==> src/rtl/stack_ctrl.sv <==
// Stack sequencer for PUSH/POP/CALL/RET: one memory access over req/ack, then
// one-at-a-time register-bank writes (popped value, new SP) and PC loads.
module stack_ctrl #(
    parameter int DATA_W    = 32,
    parameter int ADDR_W    = 10,
    parameter int SP_IDX    = 16,
    parameter int STACK_TOP = 1023
) (
    input  logic              clk,
    input  logic              reset,
    input  logic              start,
    input  logic [1:0]        op,
    input  logic [DATA_W-1:0] push_data,
    input  logic [4:0]        rd,
    input  logic [DATA_W-1:0] pc_next,
    input  logic [DATA_W-1:0] target,
    input  logic [DATA_W-1:0] sp_in,
    output logic              busy,
    output logic              done,
    output logic              err,
    output logic              mem_req,
    output logic              mem_we,
    output logic [ADDR_W-1:0] mem_addr,
    output logic [DATA_W-1:0] mem_wdata,
    input  logic [DATA_W-1:0] mem_rdata,
    input  logic              mem_ack,
    output logic              rf_we,
    output logic [4:0]        rf_addr,
    output logic [DATA_W-1:0] rf_wdata,
    output logic              pc_load,
    output logic [DATA_W-1:0] pc_val
);
    typedef enum logic [2:0] {
        IDLE  = 3'd0,
        MEM   = 3'd1,
        WB_RD = 3'd2,
        WB_SP = 3'd3,
        FIN   = 3'd4,
        ERR   = 3'd5
    } state_t;

    localparam logic [1:0]        OP_POP = 2'b01;
    localparam logic [1:0]        OP_RET = 2'b11;
    localparam logic [ADDR_W-1:0] TOP    = ADDR_W'(STACK_TOP);
    localparam logic [4:0]        SP_REG = 5'(SP_IDX);

    state_t            state_q, state_d;
    logic [1:0]        op_q, op_d;
    logic [4:0]        rd_q, rd_d;
    logic [DATA_W-1:0] target_q, target_d;
    logic [ADDR_W-1:0] sp_q, sp_d;
    logic              busy_q, busy_d, done_q, done_d, err_q, err_d;
    logic              mem_req_q, mem_req_d, mem_we_q, mem_we_d;
    logic [ADDR_W-1:0] mem_addr_q, mem_addr_d;
    logic [DATA_W-1:0] mem_wdata_q, mem_wdata_d;
    logic              rf_we_q, rf_we_d, pc_load_q, pc_load_d;
    logic [4:0]        rf_addr_q, rf_addr_d;
    logic [DATA_W-1:0] rf_wdata_q, rf_wdata_d, pc_val_q, pc_val_d;

    logic [ADDR_W-1:0] sp_in_s;
    logic [ADDR_W-1:0] sp_new_s;
    logic [DATA_W-1:0] sp_new_ext_s;
    logic              unused_sp_hi_s;

    // Only the low ADDR_W bits of the incoming SP address the stack
    assign sp_in_s        = sp_in[ADDR_W-1:0];
    assign unused_sp_hi_s = ^sp_in[DATA_W-1:ADDR_W];
    // op[0] = 0 marks the pushing ops (PUSH/CALL), which move SP down
    assign sp_new_s       = op_q[0] ? (sp_q + ADDR_W'(1)) : (sp_q - ADDR_W'(1));
    assign sp_new_ext_s   = {{(DATA_W-ADDR_W){1'b0}}, sp_new_s};

    // Next-state and next-output computation for the sequencer
    always_comb begin
        state_d     = state_q;
        op_d        = op_q;
        rd_d        = rd_q;
        target_d    = target_q;
        sp_d        = sp_q;
        done_d      = 1'b0;
        err_d       = 1'b0;
        rf_we_d     = 1'b0;
        pc_load_d   = 1'b0;
        mem_req_d   = mem_req_q;
        mem_we_d    = mem_we_q;
        mem_addr_d  = mem_addr_q;
        mem_wdata_d = mem_wdata_q;
        rf_addr_d   = rf_addr_q;
        rf_wdata_d  = rf_wdata_q;
        pc_val_d    = pc_val_q;
        case (state_q)
            IDLE: begin
                if (start) begin
                    op_d     = op;
                    rd_d     = rd;
                    target_d = target;
                    sp_d     = sp_in_s;
                    if ((!op[0] && (sp_in_s == {ADDR_W{1'b0}})) || (op[0] && (sp_in_s == TOP))) begin
                        state_d = ERR;
                        err_d   = 1'b1;
                    end else begin
                        state_d     = MEM;
                        mem_req_d   = 1'b1;
                        mem_we_d    = ~op[0];
                        mem_addr_d  = op[0] ? (sp_in_s + ADDR_W'(1)) : sp_in_s;
                        mem_wdata_d = op[0] ? mem_wdata_q : (op[1] ? pc_next : push_data);
                    end
                end else begin
                    state_d = IDLE;
                end
            end
            MEM: begin
                if (mem_ack) begin
                    mem_req_d = 1'b0;
                    if (op_q == OP_POP) begin
                        state_d    = WB_RD;
                        rf_we_d    = (rd_q != 5'd0);
                        rf_addr_d  = rd_q;
                        rf_wdata_d = mem_rdata;
                    end else begin
                        state_d    = WB_SP;
                        rf_we_d    = 1'b1;
                        rf_addr_d  = SP_REG;
                        rf_wdata_d = sp_new_ext_s;
                        pc_load_d  = op_q[1];
                        pc_val_d   = op_q[1] ? ((op_q == OP_RET) ? mem_rdata : target_q) : pc_val_q;
                    end
                end else begin
                    state_d = MEM;
                end
            end
            WB_RD: begin
                state_d    = WB_SP;
                rf_we_d    = 1'b1;
                rf_addr_d  = SP_REG;
                rf_wdata_d = sp_new_ext_s;
            end
            WB_SP: begin
                state_d = FIN;
                done_d  = 1'b1;
            end
            FIN:     state_d = IDLE;
            ERR:     state_d = IDLE;
            default: state_d = IDLE;
        endcase
        busy_d = (state_d != IDLE);
    end

    // State, operation context and registered outputs
    always_ff @(posedge clk or negedge reset) begin
        if (!reset) begin
            state_q     <= IDLE;
            op_q        <= 2'b00;
            rd_q        <= 5'd0;
            target_q    <= {DATA_W{1'b0}};
            sp_q        <= {ADDR_W{1'b0}};
            busy_q      <= 1'b0;
            done_q      <= 1'b0;
            err_q       <= 1'b0;
            mem_req_q   <= 1'b0;
            mem_we_q    <= 1'b0;
            mem_addr_q  <= {ADDR_W{1'b0}};
            mem_wdata_q <= {DATA_W{1'b0}};
            rf_we_q     <= 1'b0;
            rf_addr_q   <= 5'd0;
            rf_wdata_q  <= {DATA_W{1'b0}};
            pc_load_q   <= 1'b0;
            pc_val_q    <= {DATA_W{1'b0}};
        end else begin
            state_q     <= state_d;
            op_q        <= op_d;
            rd_q        <= rd_d;
            target_q    <= target_d;
            sp_q        <= sp_d;
            busy_q      <= busy_d;
            done_q      <= done_d;
            err_q       <= err_d;
            mem_req_q   <= mem_req_d;
            mem_we_q    <= mem_we_d;
            mem_addr_q  <= mem_addr_d;
            mem_wdata_q <= mem_wdata_d;
            rf_we_q     <= rf_we_d;
            rf_addr_q   <= rf_addr_d;
            rf_wdata_q  <= rf_wdata_d;
            pc_load_q   <= pc_load_d;
            pc_val_q    <= pc_val_d;
        end
    end

    assign busy      = busy_q;
    assign done      = done_q;
    assign err       = err_q;
    assign mem_req   = mem_req_q;
    assign mem_we    = mem_we_q;
    assign mem_addr  = mem_addr_q;
    assign mem_wdata = mem_wdata_q;
    assign rf_we     = rf_we_q;
    assign rf_addr   = rf_addr_q;
    assign rf_wdata  = rf_wdata_q;
    assign pc_load   = pc_load_q;
    assign pc_val    = pc_val_q;
endmodule
==> config.mk <==
export PLATFORM = sky130hd
export DESIGN_NAME = stack_ctrl
export DESIGN_NICKNAME = d
export VERILOG_FILES = /design/src/rtl/stack_ctrl.sv
export SDC_FILE = /design/constraint.sdc
export NUM_CORES = 1
export LEC_CHECK = 0
export ABC_CLOCK_PERIOD_IN_PS = 2500
export BUFFER_PORTS_ARGS = -buffer_cell sky130_fd_sc_hd__buf_4
export CORE_MARGIN = 4
export CORE_UTILIZATION = 23
export DETAILED_ROUTE_END_ITERATION = 10
export SETUP_SLACK_MARGIN = 0.2
export SYNTH_ARGS = -nofsm -noshare
export SYNTH_HDL_FRONTEND = slang
export SYNTH_SLANG_ARGS = --single-unit
==> constraint.sdc <==
create_clock -name clk -period 2.5 [get_ports clk]
set_clock_uncertainty 0.05 [all_clocks]
set_input_delay 0.375 -clock clk [delete_from_list [all_inputs] [get_ports clk]]
set_output_delay 0.375 -clock clk [all_outputs]
set_load 0.01 [all_outputs]
Word-level counts from Yosys, hierarchy flattened
Index checks and enable logic that the tools add are counted.
- reduce and logical (&&, ||, !) cells: 16
- add/sub/neg operators: 3
- bitwise operators: 3
- muxes and demuxes: 29
- eq/ne operators: 9
- operators by type and width (cell ; number):
    $mux 32 ; 4
    $pmux 32 s2 ; 1
    $add 10x1->10 const B ; 2
    $mux 10 ; 2
    $mux 1 ; 13
    $pmux 3 s4 ; 1
    $reduce_and 4->1 ; 3
    $eq 10x10->1 const B ; 1
    $logic_not 10->1 ; 1
    $mux 5 ; 2
    $pmux 5 s2 ; 1
    $sub 10x1->10 const B ; 1
    $mux 3 ; 3
    $eq 3x2->1 const B ; 2
    $ne 2x2->1 const B ; 3
    $reduce_bool 5->1 ; 1
    $pmux 1 s2 ; 2
    $reduce_and 2->1 ; 2
    $reduce_bool 2->1 ; 2
    $eq 3x1->1 const B ; 1
    $logic_not 3->1 ; 1
    $not 1->1 ; 3
    $reduce_and 3->1 ; 1
    $reduce_bool 3->1 ; 1
    5 further kinds ; 6
- bits of input ports: 171
- flip-flop bits (word level): 170

Longest topological paths before layout
Gate-level depths: netlist of the first run.
- word-level depth: 7
- mapped depth: 10
- gate-level depth less buffers: 8

Worst setup path after synthesis of the first run
No wires, ideal clock.
- kind: register -> register
- start point: reg op_q[0]
- end point: reg rf_wdata_q[6], in the netlist rf_wdata[6]
- required time: 2.314 ns
- library setup time: 0.136 ns
- arrival time: 2.014 ns
- slack: 0.301 ns
- clock period less this slack: 2.199 ns
- stages on the path, launching flop included: 9
- path buffers: 0
- cell sequence: dfrtp_1 -> inv_1 -> ha_1 -> nor2b_1 -> o31a_1 -> o21a_1 -> or3_1 -> a31oi_1 -> o21ai_0
- longest elaborated chain between the ends: 4
- elaborated cells on any way between the ends: 5
- those cells by class: 1 x eq/ne; 4 x mux
- ends and longest elaborated chain (item ; line ; text):
    from (decl) ; 48 ; logic [1:0] op_q, op_d;
    from (signal assigned) ; 170 ; op_q <= op_d;
    $eq 2x1->1 / $mux 10 (equally long branches) ; 114, 69 ;
    $mux 32 ; 114 ; if (op_q == OP_POP) begin
    $mux 32 ; 112 ; if (mem_ack) begin
    $pmux 32 s2 (*) ; 90 ; case (state_q)
    to (signal assigned) ; 165 ; rf_wdata_q <= {DATA_W{1'b0}};
    to (signal assigned) ; 183 ; rf_wdata_q <= rf_wdata_d;
    to (decl) ; 58 ; logic [DATA_W-1:0] rf_wdata_q, rf_wdata_d, pc_val_q, pc_val_d;
Mark *: on every way between the ends. The rest lies on a longest branch, timed or not. The select of a mux whose other input is x is not followed.
A chain may end at the register's enable or synchronous reset.

Final worst setup path of the first run
Ends and elaborated chain as after synthesis.

==> flow_summary.toml, run 1 <==
[run_status]
status = "finished, final reports clean"

[cts]
cts.clk_slew.worst_paths_ps = 70
cts_buffers = 17
cts_tree = "done"
cts_sinks = 170
root_buffer = "clkbuf_16"
h-tree-depth = 4
cts_buffer_depth = 2
clk_latency_ps = 440

[finish]
nNetsFinal = 1092
syn2layout_area_growth_pct = 42.8
final_layout_size_suffix_gt1_share_pct = 40.0
n_antenna_cell = 0
design_area_um2 = 10700

[drt]
wl_met2_mm = 9.74
post_drt_wl_per_cell_um = 16.5
dr.pass1.iters = 4
routed.top_layer = "met5"
drtIter0Drc = 214
wl_met3_mm = 2.19
wl_mm = 22.4
vias_per_cell = 4.29
antenna_left = 0
vias = 5832
drc_errors = 0
wl_met1_mm = 10.0

[synth]
synth_mux_area_share_pct = 15.8
syn-cell-area_um2 = 7460
synthCells = 647
syn_avg_cell_area_um2 = 11.5
ys_seq_elements = 170
synth_compound_area_share_pct = 11.9
yosysSeqAreaShare_pct = 57.0
synth_xor_area_share_pct = 1.64
yosys_warnings = 0
synthAdderAreaFrac_pct = 1.95
synth.distinct_cells = 45
synth_top_family_by_area = "multiplexers"
synth_nets = 829
yosys.area_share.simple_pct = 8.74

[critical_path]
rrSetupSlack_ps = 350
cp.buffers_inverters = 1
critPathLaunchType = "flop"
crit_slowest_cell = "dfrtp_1"
crit_fanout = 7
end_kind = "flop"
arrival_ps = 2420
cp_top_family = "compound AO/OA/AOI/OAI gates"
crit_required_ps = 2770
worstSetupPathType = "reg -> reg"
critPathMaxStageDelay_ps = 390
crit_chain = "inv_4 -> ha_1 -> nor2b_1 -> o31a_1 -> o21a_1 -> or3_1 -> a31oi_1 -> o21ai_0"

[floorplan]
die_h_um = 188
die_area_um2 = 35400
core-area_um2 = 31800
num_io_pins = 289
fp.dieW_um = 188
start_util_pct = 23.5
core.rowCount = 65

[power]
p_per_area_nw_per_um2 = 1270
peakVddDrop_mv = 0.479
p_leak_nw = 5.21

[global_routing]
grt_pass1_vias = 5999
antenna_found_initial = 1
grt_overflow = 0
gr-usage-all-layers_pct = 12.6
grt_pass1_wl_mm = 34.7
grt_max_degree = 66

[placement]
dp_hpwl_mm = 16.3
io_buffers = 266
post_dp_cell_area_um2 = 10000
gp_congestion = 0.756

[min_path]
hold_class = "in -> reg"

[timing]
fin_tns_setup_ps = 0
hold_violations = 0
max_clock_freq_mhz = 464
rsz0062_at_grt = "false"
tightest_slew_ps = 543
fin_crit_sh_pct = 86.1
max_slew_margin_pct = 63.8
fin_crit_ps = 2150
finalSetupViolCount = 0
slew_viol_final = 0

[flow_run]
max_cap_violations = 0
==> repair_timing <==
item | 4_1_cts | 5_1_grt
endpoints found under the hold margin | 30 | 0
buffers inserted | 0 | 0
hold buffers | 1 | 0
setup endpoints to repair | 0 | 4
resized for setup | 0 | 3
==> cell families (layout without fill, tap and decap cells) <==
| logic type | Yosys count | after routing |
|---|---|---|
| XOR/XNOR | 14 | 14 |
| multiplexers | 112 | 112 |
| flip-flops | 170 | 170 |
| AND/OR/NAND/NOR | 146 | 146 |
| AO/OA/AOI/OAI | 147 | 147 |
| adder cells (fa/ha/maj) | 11 | 11 |
| buffers and inverters | 47 | 323 |
==> cells in the final DEF (no fill, tap or decap), types with 3 or more instances in the layout <==
cell,netlist,routed
o21ai_0,27,27
o21ai_1,28,28
inv_8,0,3
a21oi_1,48,48
inv_6,0,5
xnor2_1,6,6
nor3_1,4,4
nand4_1,6,6
mux2_2,46,46
a22o_1,26,26
dfrtp_1,170,170
a21o_1,6,5
nor2_1,47,47
o21a_1,3,3
buf_12,0,7
buf_4,3,273
xor2_1,8,8
nand3_1,7,7
clkbuf_16,0,17
inv_1,8,7
ha_1,10,10
nand2_1,63,62
mux2i_1,66,66
==> routing by layer <==
layer	vias up	GRT usage, %
li1	2810	-
met1	2751	16.3
met2	242	19.0
met3	27	5.57
met4	2	4.26
met5	-	0
==> worst register-to-register path, delay by kind of cell (launching register included) <==
family | cells | cell delay, ps
buf+inv | 1 | 70
compound gates | 4 | 700
simple gates | 2 | 480
fa+ha+maj | 1 | 340
flops | 1 | 390
==> final timing paths <==
path,from,end,depth (start not counted)
max,op_q[0],rf_wdata[6],8
min,mem_rdata[30],rf_wdata[30],2
max in group asynchronous,reset,rd_q[3],3
max reg2reg,op_q[0],rf_wdata[6],8
min in group asynchronous,reset,target_q[10],2
min reg2reg,mem_we,mem_we,2
==> synth_stat cells (all sizes together) <==
master  instances  share of area (%)
nand2b          1              0.084
clkbuf         26                1.3
inv             8               0.40
nor2b           2               0.17
o211ai          1               0.17
a21oi          48                3.2
mux2           46                6.9
a211oi          1               0.10
nor2           47                2.4
xnor2           6               0.70
nor3            5               0.40
nand4           6               0.50
or2             2               0.17
nand3b          1               0.10
ha             10                1.7
or3             2               0.17
dfrtp         170                 57
nand3           7               0.47
o31a            1               0.12
a211o           1               0.12
o311ai          1               0.12
xor2            8               0.94
a21o            6               0.60
clkinv          1              0.050
nand2          63                3.2
nor4            2               0.17
a22o           26                3.1
o21ai          55                3.7
fa              1               0.27
a31oi           2               0.17
nor4b           2               0.44
and4            1               0.12
a221oi          2               0.23
mux2i          66                8.9
buf            12                1.2
o21a            3               0.30
and3            2               0.17
and2            3               0.25
==> cell type report <==
cell class / count / area [um^2]
Fill cell: 3278 / 21100
Sequential cell: 170 / 4250
Multi-Input combinational cell: 430 / 3000
Timing Repair Buffer: 282 / 2210
Tap cell: 435 / 544
Clock buffer: 17 / 425
Clock inverter: 15 / 180
Inverter: 9 / 36.3
==> sequential cells by signal, summed over array words and instances, names as in the netlist, 5 cells and up <==
| name | count |
|---|---|
| target_q | 32 |
| rf_wdata | 32 |
| sp_q | 10 |
| pc_val | 32 |
| mem_addr | 10 |
| rd_q | 5 |
| rf_addr | 5 |
| mem_wdata | 32 |
==> power breakdown <==
part           switching [W]  internal (W)
registers           0.000765       0.00404
clock network        0.00122       0.00151
logic                0.00302       0.00297
total                0.00501       0.00851
==> per-stage QoR <==
step,utilization [%],hold WS [ps],instances,power (W),worst slack (ps)
after detailed placement,31.5,244,1325,0.0109,254
after CTS,33.5,65.9,1358,0.0137,209
final,33.5,109,1358,0.0135,347
after global routing,33.5,75.5,1358,0.0146,203
after global placement,31.5,243,1325,0.0107,272
after floorplan,-,29.4,647,0.00807,301
No activity file was read; power rests on OpenSTA's default activity.
==> run 2: changes to the inputs <==
--- a/config.mk
+++ b/config.mk
@@ -8,8 +8,10 @@
 export ABC_CLOCK_PERIOD_IN_PS = 2500
 export BUFFER_PORTS_ARGS = -buffer_cell sky130_fd_sc_hd__buf_4
 export CORE_MARGIN = 4
-export CORE_UTILIZATION = 23
+export CORE_UTILIZATION = 49
 export DETAILED_ROUTE_END_ITERATION = 10
+export PLACE_DENSITY = 0.8
+export RECOVER_POWER = 25
 export SETUP_SLACK_MARGIN = 0.2
 export SYNTH_ARGS = -nofsm -noshare
 export SYNTH_HDL_FRONTEND = slang
==> run 2 against run 1 <==
  * The run now ends with max-capacitance violations, max-slew violations left
  * Global-route usage is 10 points higher
  * Largest power group unchanged
  * Wire length decreased by 11%
  * Cell area is 3.0% lower
  * Sequential cell count unchanged
  * Register-to-register slack got worse by 30 ps
  * Die area down 51%
  * Fmax fell by 1.3%
  * Setup slack worse by 28 ps
==> flow_summary.toml, run 2 (synthesized netlist as in run 1, its figures left out) <==
[timing]
fin_crit_sh_pct = 87.3
max_slew_margin_pct = -18.1
fin_tns_setup_ps = 0
hold_violations = 0
fin_crit_ps = 2180
slew_viol_final = 65
max_clock_freq_mhz = 458
rsz0062_at_grt = "true"
finalSetupViolCount = 0
tightest_slew_ps = 1770

[finish]
design_area_um2 = 10300
final_common_cell = "buf_4"
syn2layout_area_growth_pct = 38.5
fill_cells = 1132
final_layout_size_suffix_gt1_share_pct = 39.5
n_antenna_cell = 0
nNetsFinal = 1090
final_cell_mix = "buf_4, dfrtp_1, mux2i_1"

[global_routing]
antenna_found_initial = 0
gr-usage-all-layers_pct = 22.9
grt_overflow = 0
grt_max_degree = 68
grt_pass1_vias = 5931
grt_pass1_wl_mm = 31.7

[run_status]
violations = "max-capacitance violations, max-slew violations"
status = "complete, but fails checks"

[floorplan]
fp.dieW_um = 131
core-area_um2 = 14700
num_io_pins = 289
core.rowCount = 44
die_h_um = 131
start_util_pct = 50.7
die_area_um2 = 17300

[drt]
post_drt_wl_per_cell_um = 18.1
drc_errors = 0
wl_mm = 20.0
dr.pass1.iters = 5
antenna_left = 0
vias_per_cell = 5.37
drtIter0Drc = 320
vias = 5935

[power]
p_clk_share_pct = 20.4
p_switching_w = 0.00472
p_leak_nw = 5.20
p_int_w = 0.00857
pwr-share-seq_pct = 36.1
swShare_pct = 35.5
peakVddDrop_mv = 0.617
pwr-share-comb_pct = 43.5
p_per_area_nw_per_um2 = 1290

[cts]
root_buffer = "clkbuf_16"
cts.clk_slew.worst_paths_ps = 70
h-tree-depth = 4
cts_sinks = 170
cts_tree = "done"
cts_buffers = 17
clk_latency_ps = 410
cts_buffer_depth = 2

[placement]
gp_congestion = 0.793
dp_hpwl_mm = 14.3
io_buffers = 266
post_dp_cell_area_um2 = 9700

[critical_path]
crit_fanout = 9
worstSetupPathType = "reg -> reg"
arrival_ps = 2420
critPathLaunchType = "flop"
crit_required_ps = 2740
rrSetupSlack_ps = 320
end_kind = "flop"

[flow_run]
max_cap_violations = 1

[min_path]
hold_class = "in -> reg"
run 2: changes by cell type in the layout (fill, tap and decap cells not counted), sizes merged:
cell / before / now
clkinv: 5 / 6
nor3: 5 / 6
buf: 281 / 277
clkbuf: 17 / 20
inv: 16 / 12
bufinv: 2 / 3
run 2: worst paths after layout:
kind	endpoint	cells after the start	from
worst min register to register	rf_wdata[0]	2	rf_wdata[0]
worst max register to register	rf_wdata[9]	6	state_q[1]
min in group asynchronous	pc_val[3]	2	reset
worst max-delay path	rf_wdata[9]	6	state_q[1]
worst min-delay path	rf_wdata[22]	2	mem_rdata[22]
max in group asynchronous	rf_wdata[28]	2	reset
run 2: layout make-up:
type                            instances  area [um^2]  area share, %
Clock buffer                           19          443           4.29
Clock inverter                         13          165           1.60
Inverter                                9         33.8          0.327
Multi-Input combinational cell        431         3010           29.1
Sequential cell                       170         4250           41.2
Tap cell                              184          230           2.23
Timing Repair Buffer                  279         2190           21.2
run 2: critical path: stages, from the launching register on:
cell and delay [ps]:
dfrtp_1 490, nand3b_1 400, a21o_1 360, clkinv_1 300, and3_1 220, mux2i_1 150
nand3_1 90
run 2: per-layer routing:
layer	track usage, %	vias to the layer above	routed length [um]
li1	-	2817	-
met1	30.1	2825	8200
met2	36.2	269	9510
met3	8.37	24	1940
met4	6.71	0	321
met5	0	-	0
run 2: stage by stage:
| stage | power (W) | hold slack, ps | util (%) | setup slack (ps) | instances |
|---|---|---|---|---|---|
| finish | 0.0133 | 133 | 70.3 | 319 | 1105 |
| global route | 0.0142 | 115 | 70.3 | 93.6 | 1105 |
| CTS | 0.0134 | 112 | 70.2 | 200 | 1104 |
| detailed placement | 0.0106 | 374 | 66.0 | 211 | 1071 |
| global placement | 0.0104 | 377 | 66.0 | 237 | 1071 |
| floorplan | 0.00807 | 29.4 | - | 301 | 647 |
run 2: timing repair:
action	CTS	global route
endpoints found under the setup margin	0	29
resized for setup	0	2
hold endpoints to repair	64	0
buffers inserted	0	0
hold buffers	1	0
run 2: power by group through the flow:
| stage | sequential [W] | clock, W | combinational, W |
|---|---|---|---|
| floorplan | 0.00508 | 0 | 0.00299 |
| global placement | 0.00477 | 0 | 0.00566 |
| detailed placement | 0.00482 | 0 | 0.00579 |
| CTS | 0.00479 | 0.00275 | 0.00582 |
| global route | 0.00496 | 0.00287 | 0.00637 |
| finish | 0.00480 | 0.00271 | 0.00578 |
